[config.mk]
export PLATFORM = sky130hd
export DESIGN_NAME = mem_arbiter
export DESIGN_NICKNAME = d
export VERILOG_FILES = /design/src/rtl/mem_arbiter.sv
export SDC_FILE = /design/constraint.sdc
export NUM_CORES = 1
export LEC_CHECK = 0
export ABC_AREA = 1
export BUFFER_PORTS_ARGS = -buffer_cell sky130_fd_sc_hd__buf_2
export CORE_AREA = 2 2 94 96
export CTS_CLUSTER_SIZE = 14
export DETAILED_ROUTE_END_ITERATION = 8
export DIE_AREA = 0 0 96 98
export GPL_TIMING_DRIVEN = 0
export PLACE_DENSITY = 0.52
export SKIP_LAST_GASP = 1
export SYNTH_ARGS = -nofsm -noshare
export SYNTH_HDL_FRONTEND = slang
export SYNTH_SLANG_ARGS = --single-unit
[constraint.sdc]
create_clock -name clk -period 1.1 [get_ports clk]
set_input_delay 0.055 -clock clk [delete_from_list [all_inputs] [get_ports clk]]
set_output_delay 0.055 -clock clk [all_outputs]
set_load 0.02 [all_outputs]
[src/rtl/mem_arbiter.sv]
// Two-master arbiter onto a simple dual-port RAM (one write port, one read port), ports arbitrated independently.
// Latency: grants and memory strobes are combinational; read data returns one cycle after the read grant.
// Backpressure: a losing master sees gnt=0 and must hold req; contention policy is fixed master-0 priority or, with ARB_ROUND_ROBIN_EN, a per-port round-robin pointer.
module mem_arbiter #(
    parameter int ADDR_W = 9,
    parameter int DATA_W = 32
) (
    input  logic              clk,
    input  logic              rst_n,
    input  logic              m0_req,
    input  logic              m0_we,
    input  logic [ADDR_W-1:0] m0_addr,
    input  logic [DATA_W-1:0] m0_wdata,
    output logic              m0_gnt,
    output logic              m0_rvalid,
    output logic [DATA_W-1:0] m0_rdata,
    input  logic              m1_req,
    input  logic              m1_we,
    input  logic [ADDR_W-1:0] m1_addr,
    input  logic [DATA_W-1:0] m1_wdata,
    output logic              m1_gnt,
    output logic              m1_rvalid,
    output logic [DATA_W-1:0] m1_rdata,
    output logic              mem_ena,
    output logic              mem_wea,
    output logic [ADDR_W-1:0] mem_addra,
    output logic [DATA_W-1:0] mem_dina,
    output logic              mem_enb,
    output logic [ADDR_W-1:0] mem_addrb,
    input  logic [DATA_W-1:0] mem_doutb,
    output logic              mem_rstb
);

    logic wr_req0, wr_req1, rd_req0, rd_req1;
    logic wr_gnt0, wr_gnt1, rd_gnt0, rd_gnt1;
    logic rd_pend_q, rd_pend_d;
    logic rd_owner_q, rd_owner_d;

    // Requests are masked by reset so nothing is granted while rst_n is low.
    assign wr_req0 = rst_n & m0_req & m0_we;
    assign wr_req1 = rst_n & m1_req & m1_we;
    assign rd_req0 = rst_n & m0_req & ~m0_we;
    assign rd_req1 = rst_n & m1_req & ~m1_we;

`ifdef ARB_ROUND_ROBIN_EN
    logic wr_ptr_q, wr_ptr_d;
    logic rd_ptr_q, rd_ptr_d;

    // Pointer names the master that wins the next contention; it flips to the loser.
    assign wr_gnt0  = wr_req0 & (~wr_req1 | ~wr_ptr_q);
    assign wr_gnt1  = wr_req1 & (~wr_req0 |  wr_ptr_q);
    assign rd_gnt0  = rd_req0 & (~rd_req1 | ~rd_ptr_q);
    assign rd_gnt1  = rd_req1 & (~rd_req0 |  rd_ptr_q);
    assign wr_ptr_d = (wr_req0 & wr_req1) ? ~wr_ptr_q : wr_ptr_q;
    assign rd_ptr_d = (rd_req0 & rd_req1) ? ~rd_ptr_q : rd_ptr_q;

    always_ff @(posedge clk or negedge rst_n) begin
        if (!rst_n) begin
            wr_ptr_q <= 1'b0;
            rd_ptr_q <= 1'b0;
        end else begin
            wr_ptr_q <= wr_ptr_d;
            rd_ptr_q <= rd_ptr_d;
        end
    end
`else
    assign wr_gnt0 = wr_req0;
    assign wr_gnt1 = wr_req1 & ~wr_req0;
    assign rd_gnt0 = rd_req0;
    assign rd_gnt1 = rd_req1 & ~rd_req0;
`endif

    assign m0_gnt = wr_gnt0 | rd_gnt0;
    assign m1_gnt = wr_gnt1 | rd_gnt1;

    assign mem_ena   = wr_gnt0 | wr_gnt1;
    assign mem_wea   = wr_gnt0 | wr_gnt1;
    assign mem_addra = wr_gnt0 ? m0_addr  : (wr_gnt1 ? m1_addr  : '0);
    assign mem_dina  = wr_gnt0 ? m0_wdata : (wr_gnt1 ? m1_wdata : '0);

    assign mem_enb   = rd_gnt0 | rd_gnt1;
    assign mem_addrb = rd_gnt0 ? m0_addr : (rd_gnt1 ? m1_addr : '0);
    assign mem_rstb  = ~rst_n;

    // Response tracker tracks the RAM's one-cycle read latency.
    assign rd_pend_d  = rd_gnt0 | rd_gnt1;
    assign rd_owner_d = rd_gnt1;

    always_ff @(posedge clk or negedge rst_n) begin
        if (!rst_n) begin
            rd_pend_q  <= 1'b0;
            rd_owner_q <= 1'b0;
        end else begin
            rd_pend_q  <= rd_pend_d;
            rd_owner_q <= rd_owner_d;
        end
    end

    assign m0_rvalid = rd_pend_q & ~rd_owner_q;
    assign m1_rvalid = rd_pend_q &  rd_owner_q;
    assign m0_rdata  = m0_rvalid ? mem_doutb : '0;
    assign m1_rdata  = m1_rvalid ? mem_doutb : '0;

endmodule

# Word-level counts from Yosys, hierarchy flattened
# Cells that the tools add are included.
word_totals:
  reg_bits: 2
  latchBits: 0
  ram_bits: 0
  rom_bits: 0
  in_bits: 120
  out_inout_bits: 122
  elab_cells: 30
  n_memories: 0
op_classes:
  n_addsub: 0
  n_mul: 0
  n_div: 0
  magnitude_cmp: 0
  n_eq_ne: 0
  shifts: 0
  muxes: 8
  n_bitwise: 20
  reduce_logical: 0
op_table:
  columns: ["cell", "count"]
  rows:
  - ["$mux 32", 4]
  - ["$mux 9", 4]
  - ["$and 1x1->1", 10]
  - ["$not 1->1", 6]
  - ["$or 1x1->1", 4]

# Depth between registers and ports, before layout
# Gate-level depths: netlist of the first run.
logic_depth:
  word_depth: 6
  ltp_mapped: 6
  depth_no_buf: 4

# Worst setup path before layout of the first run
# OpenSTA, ideal clock, no wires.
synth_path:
  path_kind: "register -> output"
  startpoint: "reg rd_owner_q"
  endpoint: "out m0_rdata[10]"
  arrival_time_ns: 1.362
  required_time_ns: 1.045
  slack_ns: -0.317
  stages_incl_launch_ff: 5
  n_path_buf: 1
  cell_sequence: "dfrtp_1 nor2_1 inv_1 clkbuf_1 nor2_1"
synth_via:
  elab_chain_len: 3
synth_rtl:
  columns: ["element", "line_no", "source"]
  rows:
  - ["start, declared", "37", "logic rd_owner_q, rd_owner_d;"]
  - ["start signal, assigned", "95", "rd_owner_q <= rd_owner_d;"]
  - ["$not 1->1", "99", "assign m0_rvalid = rd_pend_q & ~rd_owner_q;"]
  - ["$and 1x1->1", "99", null]
  - ["named net m0_rvalid", "15", "output logic m0_rvalid,"]
  - ["$mux 32", "101", "assign m0_rdata = m0_rvalid ? mem_doutb : '0;"]
  - ["end, declared", "16", "output logic [DATA_W-1:0] m0_rdata,"]
# The timed path passes the listed nets, and every way through them passes these cells.

# Final worst setup path of the first run
layout_path:
  startpoint: "reg rd_owner_q"
  endpoint: "out m0_rdata[26]"
layout_via:
  elab_chain_len: 3
layout_rtl:
  columns: ["element", "line_no"]
  rows:
  - ["$not 1->1", "99"]
  - ["$and 1x1->1", "99"]
  - ["$mux 32", "101"]
# No other way between the ends.

==> results of run 1 <==
==> logic make-up (layout without fill, tap and decap cells) <==
group	after synthesis	in the layout	synth area share (%)
and+or+nand+nor	225	225	74.5
buffers and inverters	66	316	21.2
AOI/OAI and AO/OA	2	2	0.708
DFF	2	2	3.54
==> critical path, cell delays in order (launching register included) <==
cell and delay, ns:
dfrtp_1 0.39, nor2_4 0.14, clkinvlp_4 0.10, buf_12 0.15
clkbuf_8 0.17, nor2_4 0.07, buf_4 0.14
==> routing by layer <==
metal,track usage (%),vias up
met5,0,-
met1,16.7,1267
met4,3.41,0
met2,31.8,172
li1,-,1428
met3,3.86,14
==> final timing paths <==
check	start	to	slack [ns]
worst max-delay path	rd_owner_q	m0_rdata[26]	-0.33
min in group asynchronous	rst_n	rd_owner_q	0.26
worst min-delay path	m1_we	rd_pend_q	0.11
max in group asynchronous	rst_n	rd_pend_q	0.71
==> state kept, by name (all words and copies together), names as in the netlist <==
register,count
rd_owner_q,1
rd_pend_q,1
==> per-stage QoR <==
| step | setup slack [ns] | hold WS [ns] |
|---|---|---|
| floorplan | -0.0611 | -0.241 |
| global placement | -0.176 | -0.0887 |
| detailed placement | -0.209 | -0.0848 |
| CTS | -0.321 | 0.193 |
| global route | -0.391 | 0.119 |
| finish | -0.333 | 0.112 |
==> power groups by stage <==
stage	Sequential [mW]	Combinational, mW	Clock, mW
2_1_floorplan	0.0811	0.631	0
3_3_place_gp	0.0813	1.10	0
3_5_place_dp	0.0813	1.10	0
4_1_cts	0.0811	1.28	0.302
5_1_grt	0.0818	1.39	0.312
6_report	0.0810	1.28	0.290
==> cell type report <==
class                           instances  area (µm²)  area share (%)
Buffer                                 26         248            7.17
Clock buffer                            3        41.3            1.19
Inverter                               40         156            4.52
Multi-Input combinational cell        227        1320            38.3
Sequential cell                         2        50.0            1.45
Tap cell                              108         135            3.91
Timing Repair Buffer                  247        1500            43.5
==> repair_timing <==
action	in CTS	in global routing
endpoints found under the hold margin	2	0
cloned	3	0
hold buffers	1	0
endpoints found under the setup margin	99	109
gates resized for setup	84	22
buffers inserted	3	0
pin swaps	1	1
==> layout by cell type (no fill, tap or decap) <==
cell type / synthesis / routed
inv_4: 0 / 1
nand3_1: 91 / 91
nand3_2: 11 / 10
nand2_1: 55 / 55
clkbuf_8: 0 / 4
dlygate4sd3_1: 0 / 1
dfrtp_1: 2 / 2
clkbuf_2: 0 / 4
buf_6: 4 / 32
o21ai_2: 0 / 2
nor2_4: 0 / 33
nand3_4: 0 / 1
buf_2: 9 / 207
nor2_8: 1 / 1
buf_12: 0 / 1
buf_4: 3 / 17
nand2_4: 1 / 1
clkbuf_16: 0 / 5
nor2_1: 65 / 33
inv_2: 1 / 2
clkinvlp_4: 0 / 1
clkbuf_4: 0 / 5
inv_1: 38 / 36
==> flow_metrics.py, run 1 <==
metrics = {
    "outcome": {
        "status": "complete, but fails checks",
        "violations": "negative setup slack",
    },
    "yosys": {
        "synthTopCellsByCount": "nand3_1 (91), nor2_1 (65), nand2_1 (55)",
        "ys_seq_elements": 2,
        "syn_inst": 295,
        "syn_avg_cell_area_um2": 4.79,
        "ys_types": 16,
        "syn_area_um2": 1410,
        "yosysMostFrequentCell": "nand3_1",
        "synth_edf_count": 0,
        "synthArstFlopShare_pct": 100,
        "ys_seq_area_share_pct": 3.54,
        "synth_top_area_cell": "nand3_1",
        "synth_ff_type": "dfrtp_1",
        "synth.area.top_cells": "nand3_1 (32%), nor2_1 (17%), nand2_1 (15%)",
        "ys_warn_count": 0,
        "synth_nets": 415,
        "synth_top_area_share_pct": 32.2,
    },
    "pwr": {
        "leakagePower_nw": 2.22,
        "comb_power_share_pct": 77.6,
        "irDropWorstVdd_mv": 0.193,
        "p_clk_share_pct": 17.5,
        "pwr_density_cell_nw_per_um2": 478,
        "p_int_uw": 860,
        "swShare_pct": 47.9,
        "report.power.total_mw": 1.65,
        "net-switching-power_uw": 792,
        "pwr-share-seq_pct": 4.9,
    },
    "timing": {
        "setup_viol": 65,
        "finalCritPeriodShare_pct": 130,
        "slew_headroom_pct": 82.7,
        "finalSetupTns_ns": -17.11,
        "worst_slack_ns": -0.333,
        "fin_crit_ns": 1.43,
        "tightest_slew_ns": 0.259,
        "slew_violations": 0,
        "rsz0062_at_grt": "true",
        "hold_violations": 0,
        "fmax_mhz": 698,
    },
    "drt": {
        "routed_wl_um": 8180,
        "viasPerCell": 4.41,
        "dr_wl_met3_um": 886,
        "route.vias.total": 2881,
        "firstDrtPassIters": 4,
        "postRouteAntennaNets": 0,
        "wl_per_cell_um": 12.5,
        "met2_length_um": 4400,
        "first_iter_violations": 58,
        "top_layer": "met4",
        "wl_met1_um": 2770,
        "drc_errors": 0,
    },
    "floorplan": {
        "placementRows": 34,
        "ios": 242,
        "start_util_pct": 16.7,
        "die_height_um": 98,
        "core_um2": 8470,
        "die_x_um": 96,
        "die_area_um2": 9410,
    },
    "clock_tree": {
        "clkTransAtPathRegs_ns": 0.03,
        "htree_levels": 1,
        "clockRootBuffer": "clkbuf_8",
        "cts_tree": "done",
        "clk_path_buf_depth": 2,
        "cts_buffers": 3,
        "clock-sinks": 2,
    },
    "place": {
        "dpl.hpwl_um": 6700,
        "port_buffers": 240,
        "gp_congestion": 0.786,
        "dpl_cell_area_um2": 2990,
        "dp_cells": 643,
    },
    "grt": {
        "grt_overflow": 0,
        "grt_pass1_wl_um": 12500,
        "track_usage_pct": 16.2,
        "grt_max_degree": 11,
        "grt_antenna_before_repair": 0,
        "first_global_vias": 2768,
    },
    "layout": {
        "stdcell_count": 653,
        "fin_area_um2": 3460,
        "areaGrowthSynthToFinish_pct": 145,
        "fillCellCount": 892,
        "num-nets-final": 667,
        "diodes": 0,
        "drive_above_1_share_pct": 60.0,
        "final_util_pct": 40.8,
    },
    "run": {
        "cap_violations": 0,
    },
    "hold_path": {
        "hold_depth": 2,
        "hold_class": "input port to flip-flop",
    },
    "setup_path": {
        "critical_path_required_ns": 1.04,
        "cp-start-kind": "flip-flop",
        "end_kind": "output port",
        "critPathMaxFanout": 7,
        "cp.arrival_ns": 1.38,
        "critical_path_class": "flip-flop to output port",
    },
}
No activity file was read; power rests on OpenSTA's default activity.
==> run 2: changes to the inputs <==
- SETUP_SLACK_MARGIN: not set -> 0.05
==> run 2 against run 1 <==
  * The flow still finishes with violations (negative setup slack)
  * Global-route usage grew 0.64 points
  * Total power up 4.4%
  * Hold slack better by 0.013 ns
  * Worst setup slack improved by 0.14 ns
  * Combinational power grew 6%
  * Count of clock-buffer cells in the layout stayed put
  * Final cell count increased by 1.2%
  * First-iteration DRC count grew 91%
  * Die area stayed put
  * Core utilization rose by 3.6 points
  * Via count is 1.3% higher
  * Critical endpoint is now m0_rdata[10]
  * Highest routed layer unchanged
==> flow_metrics.py, run 2 (synthesis gave the netlist of run 1 again) <==
metrics = {
    "layout": {
        "top_regs": "rd_owner_q (1), rd_pend_q (1)",
        "mostFrequentLayoutCells": "buf_2 (178), nand3_1 (91), nand2_1 (54)",
        "diodes": 0,
        "final_common_cell": "buf_2",
        "drive_above_1_share_pct": 61.5,
        "areaGrowthSynthToFinish_pct": 166,
        "num-nets-final": 675,
        "final_util_pct": 44.5,
    },
    "timing": {
        "hold_violations": 0,
        "fmax_mhz": 773,
        "rsz0062_at_grt": "true",
        "hold_slack_ns": 0.125,
        "finalSetupTns_ns": -9.57,
        "finalCritPeriodShare_pct": 118,
        "fin_crit_ns": 1.29,
        "slew_violations": 0,
        "slew_headroom_pct": 83.9,
        "tightest_slew_ns": 0.241,
        "worst_slack_ns": -0.193,
        "setup_viol": 66,
    },
    "setup_path": {
        "crit_slowest_cell": "dfrtp_1",
        "cp.arrival_ns": 1.24,
        "critical_path_required_ns": 1.04,
        "critPathMaxFanout": 7,
        "cp-start-kind": "flip-flop",
        "path_buf_inv": 3,
        "cpMostUsedCell": "nor2_4",
        "critical_path_class": "flip-flop to output port",
        "cpPeakStageDelay_ns": 0.40,
        "crit_chain": "nor2_4 > inv_6 > clkbuf_16 > nor2_4 > buf_6",
        "path_delay_family": "flip-flops",
        "end_kind": "output port",
        "critical_path_depth": 5,
    },
    "grt": {
        "track_usage_pct": 16.8,
        "first_global_vias": 2777,
        "grt_pass1_wl_um": 12800,
        "grt_overflow": 0,
        "grt_max_degree": 11,
        "grt_antenna_before_repair": 0,
    },
    "drt": {
        "postRouteAntennaNets": 0,
        "viasPerCell": 4.41,
        "wl_per_cell_um": 13.0,
        "drc_errors": 0,
        "routed_wl_um": 8590,
        "firstDrtPassIters": 4,
        "first_iter_violations": 111,
        "route.vias.total": 2918,
    },
    "clock_tree": {
        "clock-sinks": 2,
        "cts_buffers": 3,
        "htree_levels": 1,
        "clockRootBuffer": "clkbuf_8",
        "cts_tree": "done",
        "clkTransAtPathRegs_ns": 0.03,
        "clk_path_buf_depth": 2,
    },
    "pwr": {
        "leakagePower_nw": 2.31,
        "pwr_density_cell_nw_per_um2": 458,
        "irDropWorstVdd_mv": 0.213,
        "report.power.total_mw": 1.73,
    },
    "floorplan": {
        "core_um2": 8470,
        "ios": 242,
        "start_util_pct": 16.7,
        "die_x_um": 96,
        "die_area_um2": 9410,
        "die_height_um": 98,
        "placementRows": 34,
    },
    "place": {
        "dpl.hpwl_um": 6770,
        "gp_congestion": 0.840,
        "port_buffers": 240,
    },
    "outcome": {
        "status": "complete, but fails checks",
        "violations": "negative setup slack",
    },
    "hold_path": {
        "hold_depth": 2,
        "hold_class": "input port to flip-flop",
    },
    "run": {
        "cap_violations": 0,
    },
}
run 2: through the flow:
step                      worst slack (ns)  std cells  cell area [µm²]
after floorplan                     0.0379        295             1700
after global placement              -0.207        643             3040
after detailed placement            -0.206        643             3040
after CTS                           -0.199        660             3680
after global routing                -0.247        661             3760
final                               -0.193        661             3760
run 2: cell type report:
class,count,area [µm²]
fillers,876,4700
flip-flops and latches,2,50.0
plain buffers,26,279
well taps,108,135
repair buffers,255,1730
inverters,40,164
clock buffers,3,41.3
multi-input cells,227,1360
run 2: routing by layer:
| layer | vias up | GRT usage [%] | part of all wire [%] | routed length [µm] |
|---|---|---|---|---|
| li1 | 1450 | - | - | - |
| met1 | 1303 | 15.9 | 33 | 2830 |
| met2 | 159 | 34.8 | 56 | 4840 |
| met3 | 6 | 4.40 | 10 | 868 |
| met4 | 0 | 2.75 | 0.62 | 53 |
| met5 | - | 0 | 0 | 0 |
run 2: final timing paths:
kind / start / endpoint
max: rd_owner_q / m0_rdata[10]
min: m1_we / rd_pend_q
max in group asynchronous: rst_n / rd_pend_q
min in group asynchronous: rst_n / rd_owner_q
run 2: report_power, final:
| group | total [mW] | switching (mW) | internal, mW |
|---|---|---|---|
| clock network | 0.286 | 0.0553 | 0.231 |
| logic | 1.36 | 0.748 | 0.609 |
| registers | 0.0817 | 0.00358 | 0.0781 |
run 2: timing repair:
action	4_1_cts	5_1_grt
endpoints found under the setup margin	119	110
buffers inserted	6	1
cloned	7	1
endpoints found under the hold margin	2	0
resized for setup	131	22
hold buffers	1	0
pin swaps	4	2
